$ cat src/rtl/ff_pkg.sv
// Shared mode and S=R=1 policy encodings for the multi-mode flip-flop bank.
package ff_pkg;

    localparam logic [1:0] MODE_SR = 2'd0;
    localparam logic [1:0] MODE_JK = 2'd1;
    localparam logic [1:0] MODE_D  = 2'd2;
    localparam logic [1:0] MODE_T  = 2'd3;

    localparam int unsigned POL_HOLD = 0;
    localparam int unsigned POL_SET  = 1;
    localparam int unsigned POL_RST  = 2;
    localparam int unsigned POL_TOG  = 3;

endpackage

$ cat src/rtl/ff_next_cell.sv
// Combinational single-bit next-state function for SR/JK/D/T modes.
module ff_next_cell
    import ff_pkg::*;
#(
    parameter int unsigned CONFLICT_POLICY = POL_HOLD
) (
    input  logic       q,
    input  logic       s,
    input  logic       r,
    input  logic [1:0] mode,
    output logic       q_nxt
);

    logic sr_conflict_nxt;

    // SR-mode resolution of s=r=1, fixed at elaboration
    always_comb begin
        sr_conflict_nxt = q;
        if (CONFLICT_POLICY == POL_SET) begin
            sr_conflict_nxt = 1'b1;
        end else if (CONFLICT_POLICY == POL_RST) begin
            sr_conflict_nxt = 1'b0;
        end else if (CONFLICT_POLICY == POL_TOG) begin
            sr_conflict_nxt = ~q;
        end
    end

    always_comb begin
        q_nxt = q;
        case (mode)
            MODE_SR: begin
                case ({s, r})
                    2'b10:   q_nxt = 1'b1;
                    2'b01:   q_nxt = 1'b0;
                    2'b11:   q_nxt = sr_conflict_nxt;
                    default: q_nxt = q;
                endcase
            end
            MODE_JK: begin
                case ({s, r})
                    2'b10:   q_nxt = 1'b1;
                    2'b01:   q_nxt = 1'b0;
                    2'b11:   q_nxt = ~q;
                    default: q_nxt = q;
                endcase
            end
            MODE_D:  q_nxt = s;
            MODE_T:  q_nxt = q ^ s;
            default: q_nxt = q;
        endcase
    end

endmodule

$ cat src/rtl/multi_mode_ff_bank.sv
// WIDTH-bit flip-flop bank with runtime mode select, sync clear, clock enable
// and SR conflict monitoring (pulse, sticky flag, saturating event counter).
module multi_mode_ff_bank
    import ff_pkg::*;
#(
    parameter int unsigned       WIDTH           = 4,
    parameter logic [WIDTH-1:0]  RESET_VAL       = '0,
    parameter int unsigned       CONFLICT_POLICY = POL_HOLD,
    parameter int unsigned       CNT_W           = 4
) (
    input  logic             clk,
    input  logic             reset,
    input  logic             en,
    input  logic             sclr,
    input  logic [1:0]       mode,
    input  logic [WIDTH-1:0] s,
    input  logic [WIDTH-1:0] r,
    input  logic             conflict_clr,
    output logic [WIDTH-1:0] q,
    output logic [WIDTH-1:0] qb,
    output logic             conflict,
    output logic             conflict_sticky,
    output logic [CNT_W-1:0] conflict_cnt
);

    localparam logic [CNT_W-1:0] CNT_MAX = '1;

    logic [WIDTH-1:0] q_nxt;
    logic             conflict_ev_c;
    logic [CNT_W-1:0] cnt_nxt;
    logic             sticky_nxt;

    for (genvar i = 0; i < WIDTH; i++) begin : g_cell
        ff_next_cell #(
            .CONFLICT_POLICY(CONFLICT_POLICY)
        ) u_cell (
            .q    (q[i]),
            .s    (s[i]),
            .r    (r[i]),
            .mode (mode),
            .q_nxt(q_nxt[i])
        );
    end

    // One event per edge regardless of how many bits collide
    assign conflict_ev_c = en && !sclr && (mode == MODE_SR) && (|(s & r));

    // A same-edge event outranks conflict_clr so it is never lost
    always_comb begin
        cnt_nxt    = conflict_cnt;
        sticky_nxt = conflict_sticky;
        if (conflict_ev_c) begin
            sticky_nxt = 1'b1;
            if (conflict_clr) begin
                cnt_nxt = CNT_W'(1);
            end else if (conflict_cnt != CNT_MAX) begin
                cnt_nxt = conflict_cnt + CNT_W'(1);
            end
        end else if (conflict_clr) begin
            sticky_nxt = 1'b0;
            cnt_nxt    = '0;
        end
    end

    always_ff @(posedge clk or negedge reset) begin
        if (!reset) begin
            q               <= RESET_VAL;
            conflict        <= 1'b0;
            conflict_sticky <= 1'b0;
            conflict_cnt    <= '0;
        end else begin
            if (sclr) begin
                q <= RESET_VAL;
            end else if (en) begin
                q <= q_nxt;
            end
            conflict        <= conflict_ev_c;
            conflict_sticky <= sticky_nxt;
            conflict_cnt    <= cnt_nxt;
        end
    end

    assign qb = ~q;

endmodule

$ cat config.mk
export PLATFORM = sky130hd
export DESIGN_NAME = multi_mode_ff_bank
export DESIGN_NICKNAME = d
export VERILOG_FILES = /design/src/rtl/ff_pkg.sv /design/src/rtl/ff_next_cell.sv /design/src/rtl/multi_mode_ff_bank.sv
export SDC_FILE = /design/constraint.sdc
export NUM_CORES = 1
export LEC_CHECK = 0
export BUFFER_PORTS_ARGS = -buffer_cell sky130_fd_sc_hd__buf_2
export CAP_MARGIN = 20
export CORE_MARGIN = 1.5
export CORE_UTILIZATION = 40
export CTS_BUF_LIST = sky130_fd_sc_hd__clkbuf_4
export DETAILED_ROUTE_END_ITERATION = 10
export PLACE_DENSITY = 0.65
export SYNTH_ARGS = -nofsm -noshare
export SYNTH_HDL_FRONTEND = slang
export SYNTH_SLANG_ARGS = --single-unit
$ cat constraint.sdc
create_clock -name clk -period 2 [get_ports clk]
set_clock_uncertainty 0.2 [all_clocks]
set_input_delay 0.2 -clock clk [delete_from_list [all_inputs] [get_ports clk]]
set_output_delay 0.2 -clock clk [all_outputs]
set_load 0.03 [all_outputs]
==> results of run 1 <==
-- cell families after synthesis --
family | after synthesis | synth area share, %
mux | 4 | 4.75
buf+inv | 20 | 11.3
compound gates | 28 | 21.8
simple gates | 25 | 19.1
flops | 10 | 29.7
fa+ha+maj | 9 | 13.4
-- where the power goes --
group | leakage, nW | switching (mW) | total (mW) | internal [mW]
logic | 0.370 | 0.111 | 0.173 | 0.0617
registers | 0.134 | 0.0154 | 0.229 | 0.214
clock network | 0.0154 | 0.0817 | 0.154 | 0.0724
-- worst max-delay path by stage --
stage	start	to	cells past startpoint
2_1_floorplan	s[3]	conflict_cnt[2]$_DFFE_PN0P_	6
3_3_place_gp	s[3]	conflict_cnt[2]$_DFFE_PN0P_	7
3_5_place_dp	s[3]	conflict_cnt[2]$_DFFE_PN0P_	7
4_1_cts	s[3]	conflict_cnt[2]$_DFFE_PN0P_	7
5_1_grt	s[3]	conflict_cnt[2]$_DFFE_PN0P_	7
6_report	s[3]	conflict_cnt[2]$_DFFE_PN0P_	7
-- area by class of cell --
class	count	area [um2]	share of cell area, %
clock buffer	3	22.5	2.20
clock inverter	1	3.75	0.367
inverter	14	55.1	5.38
multi-input combinational	66	498	48.7
sequential	10	250	24.4
tap	27	33.8	3.30
timing repair buffer	30	160	15.6
-- cells in the final DEF, fill, tap and decap left out, types with 4 or more instances in the layout --
cell / synthesis / final
a21oi_1: 7 / 7
a31oi_1: 4 / 4
buf_2: 2 / 28
dfrtp_1: 10 / 10
ha_1: 9 / 9
inv_1: 13 / 13
mux2i_1: 4 / 4
nand2_1: 6 / 6
nand2b_1: 5 / 5
nand3_1: 5 / 5
o21ai_0: 4 / 4
-- flip-flops by register name, indices dropped and copies added, names as in the netlist --
name             flops
conflict             1
conflict_cnt         4
conflict_sticky      1
q                    4
-- through the flow --
stage / instance area, um2 / power (mW) / utilization [%] / cells
after floorplan: 843 / 0.354 / - / 96
after global placement: 977 / 0.400 / 49.3 / 145
after detailed placement: 977 / 0.403 / 49.3 / 145
after CTS: 1020 / 0.559 / 51.6 / 151
after global routing: 1020 / 0.589 / 51.6 / 151
final: 1020 / 0.556 / 51.6 / 151
-- per-layer routing --
layer	share of wire, %	wire [um]	global-route usage, %	vias to the layer above
met5	0	0	0	-
met1	44	826	22.3	385
met4	1.0	19	10.0	0
met3	5.3	99	2.76	2
met2	50	931	30.6	33
li1	-	-	-	406
==> run summary, run 1 <==
status - completed
Worst VDD drop - 286 uV
synth warn - 0
Max Buffers Root-to-Sink - 2
fin crit share - 79.2%
share of layout cells above drive strength 1 - 29.8%
Worst Setup Start Kind - primary input
layout net count - 149
CTS clk-pin slew, worst paths - 0.07 ns
die width - 48.9 um
WL/cell - 12.4 um
Residual DRC - 0
Die Ht - 48.9 um
worst slack at placement - 0.138 ns
Post-Syn Area per Cell - 8.78 um2
GRT Residual Overflow - 0
Initial Util - 42.6%
Total GRT Usage - 18.2%
Die ar. - 2390 um2
DRT iter0 DRCs - 13
post-synth cell types - 27
Period minus WS final - 1.58 ns
Critical Path Sink Type - register
Root Buffer - clkbuf_4
setup TNS - 0 ns
R2R setup slack - 0.56 ns
Skew-Pair Late Insertion Delay - 0.28 ns
worst-margin pin slew - 0.356 ns
CTS Buf Count - 3
Hold WC Path Type - primary input to register
CTS Sinks - 10
Worst Setup Slack, final - 0.416 ns
post_cts resized - 0
Post-CTS Setup Bufs - 0
Slew HR - 76.2%
n_diodes - 0
kind of critical path - primary input to register
H-Tree Depth - 1
syn_nets - 120
WHS Path Cells - 2
Synth Flop Type - dfrtp_1
first-pass GRT wire length - 3350 um
drt pass-1 iters - 4
Max Slew Vio Count - 0
EDFF count, synth - 0
Worst Path Buf+Inv - 2
Max Clock Freq - 631 MHz
crit-path cells - buf_2 -> ha_1 -> or4_4 -> nand2_4 -> inv_4 -> and4_4 -> nor3_2
Cell Pwr Density - 543 nW/um2
Post-DRT Antenna Nets - 0
Seq cells post-synth - 10
P_leak - 0.519 nW
Worst Hold Endpoint - q[3]$_DFFE_PN0P_
# hold bufs at CTS - 2
final setup violation count - 0
port bufs - 28
core area - 1980 um2
Worst Path Arrival - 1.59 ns
initial antenna violation count - 0
hold path start - sclr
Detailed Place HPWL - 1440 um
worst reg2reg path depth - 4
fraction of registers with async set/reset - 100%
I/O pins - 29
Layout fillers - 192
crit-path max FO - 5
Synth area leader - dfrtp_1
Post-Synthesis Cell Area - 843 um2
worst hold slack - 0.0108 ns
vias in the first global route - 777
post-synth top area share - 29.7%
register area share after synthesis - 29.7%
most common cell in the netlist - inv_1
Worst EP required - 2.00 ns
TritonCTS clock tree - built
WL final - 1880 um
Reg-to-Reg Start - conflict_cnt[0]$_DFFE_PN0P_
area added between synthesis and finish - 21.4%
Post-synth top cells - inv_1 (13), dfrtp_1 (10), ha_1 (9)
critical path's top delay family - simple AND/OR/NAND/NOR gates
Via density - 5.47
largest net degree at the start of global routing - 13
Syn Inst Count - 96
# rows - 16
CP max stage delay - 0.55 ns
capturing point of the worst reg2reg path - conflict_cnt[0]$_DFFE_PN0P_
Max Cap Viol - 0
via count - 826
Slowest cell on crit path - or4_4
synth top area cells - dfrtp_1 (30%), ha_1 (13%), inv_1 (5.8%)
Final GP Congestion - 0.825
RSZ-0062 raised after global routing - false
Fin. Hold Viols - 0
(Power assumes the default switching activity.)
==> run 2: changes to the inputs <==
--- a/config.mk
+++ b/config.mk
@@ -5,13 +5,14 @@
 export SDC_FILE = /design/constraint.sdc
 export NUM_CORES = 1
 export LEC_CHECK = 0
+export ABC_AREA = 1
 export BUFFER_PORTS_ARGS = -buffer_cell sky130_fd_sc_hd__buf_2
 export CAP_MARGIN = 20
 export CORE_MARGIN = 1.5
 export CORE_UTILIZATION = 40
 export CTS_BUF_LIST = sky130_fd_sc_hd__clkbuf_4
 export DETAILED_ROUTE_END_ITERATION = 10
-export PLACE_DENSITY = 0.65
+export PLACE_DENSITY = 0.67
 export SYNTH_ARGS = -nofsm -noshare
 export SYNTH_HDL_FRONTEND = slang
 export SYNTH_SLANG_ARGS = --single-unit
==> constraint.sdc (replaced) <==
create_clock -name clk -period 1.4 [get_ports clk]
set_clock_uncertainty 0.2 [all_clocks]
set_input_delay 0.14 -clock clk [delete_from_list [all_inputs] [get_ports clk]]
set_output_delay 0.14 -clock clk [all_outputs]
set_load 0.03 [all_outputs]
==> run summary, run 2 <==
status - completed
synth warn - 0
# rows - 17
Initial Util - 42.2%
Post-DRT Antenna Nets - 0
register area share after synthesis - 27.1%
die width - 51.1 um
Post-Synthesis Cell Area - 925 um2
post-synth top area share - 27.1%
Syn Inst Count - 140
WL/cell - 10.4 um
fraction of registers with async set/reset - 100%
Layout fillers - 232
syn_nets - 164
met2 WL post-DR - 1090 um
Skew-Pair Late Insertion Delay - 0.26 ns
Critical Path Sink Type - register
initial antenna violation count - 0
Worst VDD drop - 352 uV
drt pass-1 iters - 4
Synth area leader - dfrtp_1
Worst Setup Start Kind - register
Finished Core Util - 52.4%
port bufs - 28
Worst Setup Slack, final - 0.0496 ns
Cell Pwr Density - 739 nW/um2
R2R setup slack - 0.05 ns
DRT iter0 DRCs - 24
Via density - 4.83
CTS Buf Count - 3
internal power - 536 uW
TritonCTS clock tree - built
via count - 961
Root Buffer - clkbuf_4
layout net count - 196
CP endpoint - conflict_cnt[3]$_DFFE_PN0P_
P_sw - 313 uW
Comb pwr share - 35.0%
clock share of power - 26.2%
Die Ht - 51.1 um
Max Buffers Root-to-Sink - 2
CTS clk-pin slew, worst paths - 0.07 ns
worst hold slack - 0.0606 ns
Max Clock Freq - 741 MHz
Worst Path Arrival - 1.29 ns
Post-synth top cells - nand2_1 (44), nand3_1 (22), inv_1 (19)
share of layout cells above drive strength 1 - 31.0%
fin crit share - 96.5%
Worst EP required - 1.34 ns
largest registers - conflict_cnt: 4 flops, q: 4 flops
Fin. Hold Viols - 0
Critical Path Source - conflict_cnt[1]$_DFFE_PN0P_
Synth Flop Type - dfrtp_1
Max Slew Vio Count - 0
overall power - 849 uW
Reg-to-Reg Start - conflict_cnt[1]$_DFFE_PN0P_
final setup violation count - 0
most common cell in the netlist - nand2_1
Seq cells post-synth - 10
worst-margin pin slew - 0.302 ns
Detailed Place HPWL - 1600 um
H-Tree Depth - 1
first-pass GRT wire length - 3370 um
Post-Syn Area per Cell - 6.60 um2
WL final - 2070 um
EDFF count, synth - 0
Final GP Congestion - 0.753
core area - 2190 um2
I/O pins - 29
Metal-1 WL - 914 um
Period minus WS final - 1.35 ns
most frequent cells in the layout - nand2_1 (42), buf_2 (28), nand3_1 (21), inv_1 (18)
CTS Sinks - 10
crit-path max FO - 5
highest metal used - met4
Die ar. - 2610 um2
GRT Residual Overflow - 0
Hold WC Path Type - primary input to register
largest net degree at the start of global routing - 11
CP max stage delay - 0.38 ns
cell mode on critical path - nand2_1
Slew HR - 79.8%
met3 WL - 64 um
Max Cap Viol - 0
area added between synthesis and finish - 24.2%
crit-path cells - ha_2 -> nand2_1 -> inv_1 -> nand3_4 -> nand2_2 -> nor2_2 -> nand2_1 -> nand2_1
Sw Share - 36.9%
n_diodes - 0
setup TNS - 0 ns
P_leak - 0.653 nW
part of the power in registers - 38.7%
Total GRT Usage - 16.9%
post-synth cell types - 20
synth top area cells - dfrtp_1 (27%), nand2_1 (18%), ha_1 (12%)
worst reg2reg path depth - 8
capturing point of the worst reg2reg path - conflict_cnt[3]$_DFFE_PN0P_
Residual DRC - 0
vias in the first global route - 851
kind of critical path - register to register
worst slack at placement - 0.0277 ns
Slowest cell on crit path - dfrtp_2
commonest non-fill, non-tap cell in the layout - nand2_1
==> run 2: cell types whose count changed in the layout (fill, tap and decap cells not counted), moves of 4 or more <==
cell	change
nand3_1	+16
nand2_1	+36
mux2i_1	-4
nand2b_1	-5
nand4_1	+5
nand2_2	+5
a31oi_1	-4
o21ai_1	+4
inv_2	+4
o21ai_0	-4
inv_1	+5
==> run 2: cells by family after synthesis <==
group	count (synthesis)	synth area share (%)
XOR/XNOR	1	0.947
flip-flops	10	27.1
adder cells (fa/ha/maj)	9	12.2
buffers and inverters	28	14.1
AND/OR/NAND/NOR	84	41.4
AO/OA/AOI/OAI	8	4.33
==> run 2: how the worst min path moves through the flow <==
stage | startpoint | to | slack [ns] | cells after the start
6_report | en | conflict_sticky$_DFFE_PN0P_ | 0.06 | 5
5_1_grt | en | conflict_sticky$_DFFE_PN0P_ | 0.06 | 5
4_1_cts | en | conflict_sticky$_DFFE_PN0P_ | 0.05 | 5
3_5_place_dp | reset | conflict_cnt[3]$_DFFE_PN0P_ | -0.18 | 1
3_3_place_gp | reset | q[0]$_DFFE_PN0P_ | -0.18 | 1
2_1_floorplan | reset | conflict$_DFF_PN0_ | -0.36 | 0
==> run 2: area by class of cell <==
type	count	area (um2)	share of cell area, %
inverter	23	88.8	7.73
clock buffer	4	30.0	2.61
multi-input combinational	102	567	49.3
timing repair buffer	32	175	15.3
sequential	10	253	22.0
tap	28	35.0	3.05
==> run 2: what timing repair did <==
action / 4_1_cts / 5_1_grt
endpoints found under the hold margin: 11 / 0
endpoints found under the setup margin: 0 / 4
buffers inserted: 0 / 2
resized for setup: 0 / 6
hold buffers: 2 / 0
==> run 2: layer usage <==
metal,global-route usage (%),vias up
li1,-,506
met1,20.4,431
met2,29.9,22
met3,2.63,2
met4,6.76,0
met5,0,-
==> run 2: power by group through the flow <==
stage	clock network (mW)	logic, mW	registers, mW
final	0.223	0.297	0.329
after global routing	0.255	0.330	0.333
after CTS	0.234	0.293	0.330
after detailed placement	0	0.288	0.336
after global placement	0	0.285	0.334
after floorplan	0	0.213	0.338
==> run 2: critical path: cells and delay by family, from the launching register on <==
family / cells / cell delay (ns)
DFF: 1 / 0.38
and+or+nand+nor: 6 / 0.37
adders and majority gates: 1 / 0.17
buffers and inverters: 1 / 0.11
==> run 2: per-stage QoR <==
stage | area [um2] | cells
2_1_floorplan | 932 | 140
3_3_place_gp | 1070 | 191
3_5_place_dp | 1070 | 191
4_1_cts | 1120 | 197
5_1_grt | 1150 | 199
6_report | 1150 | 199
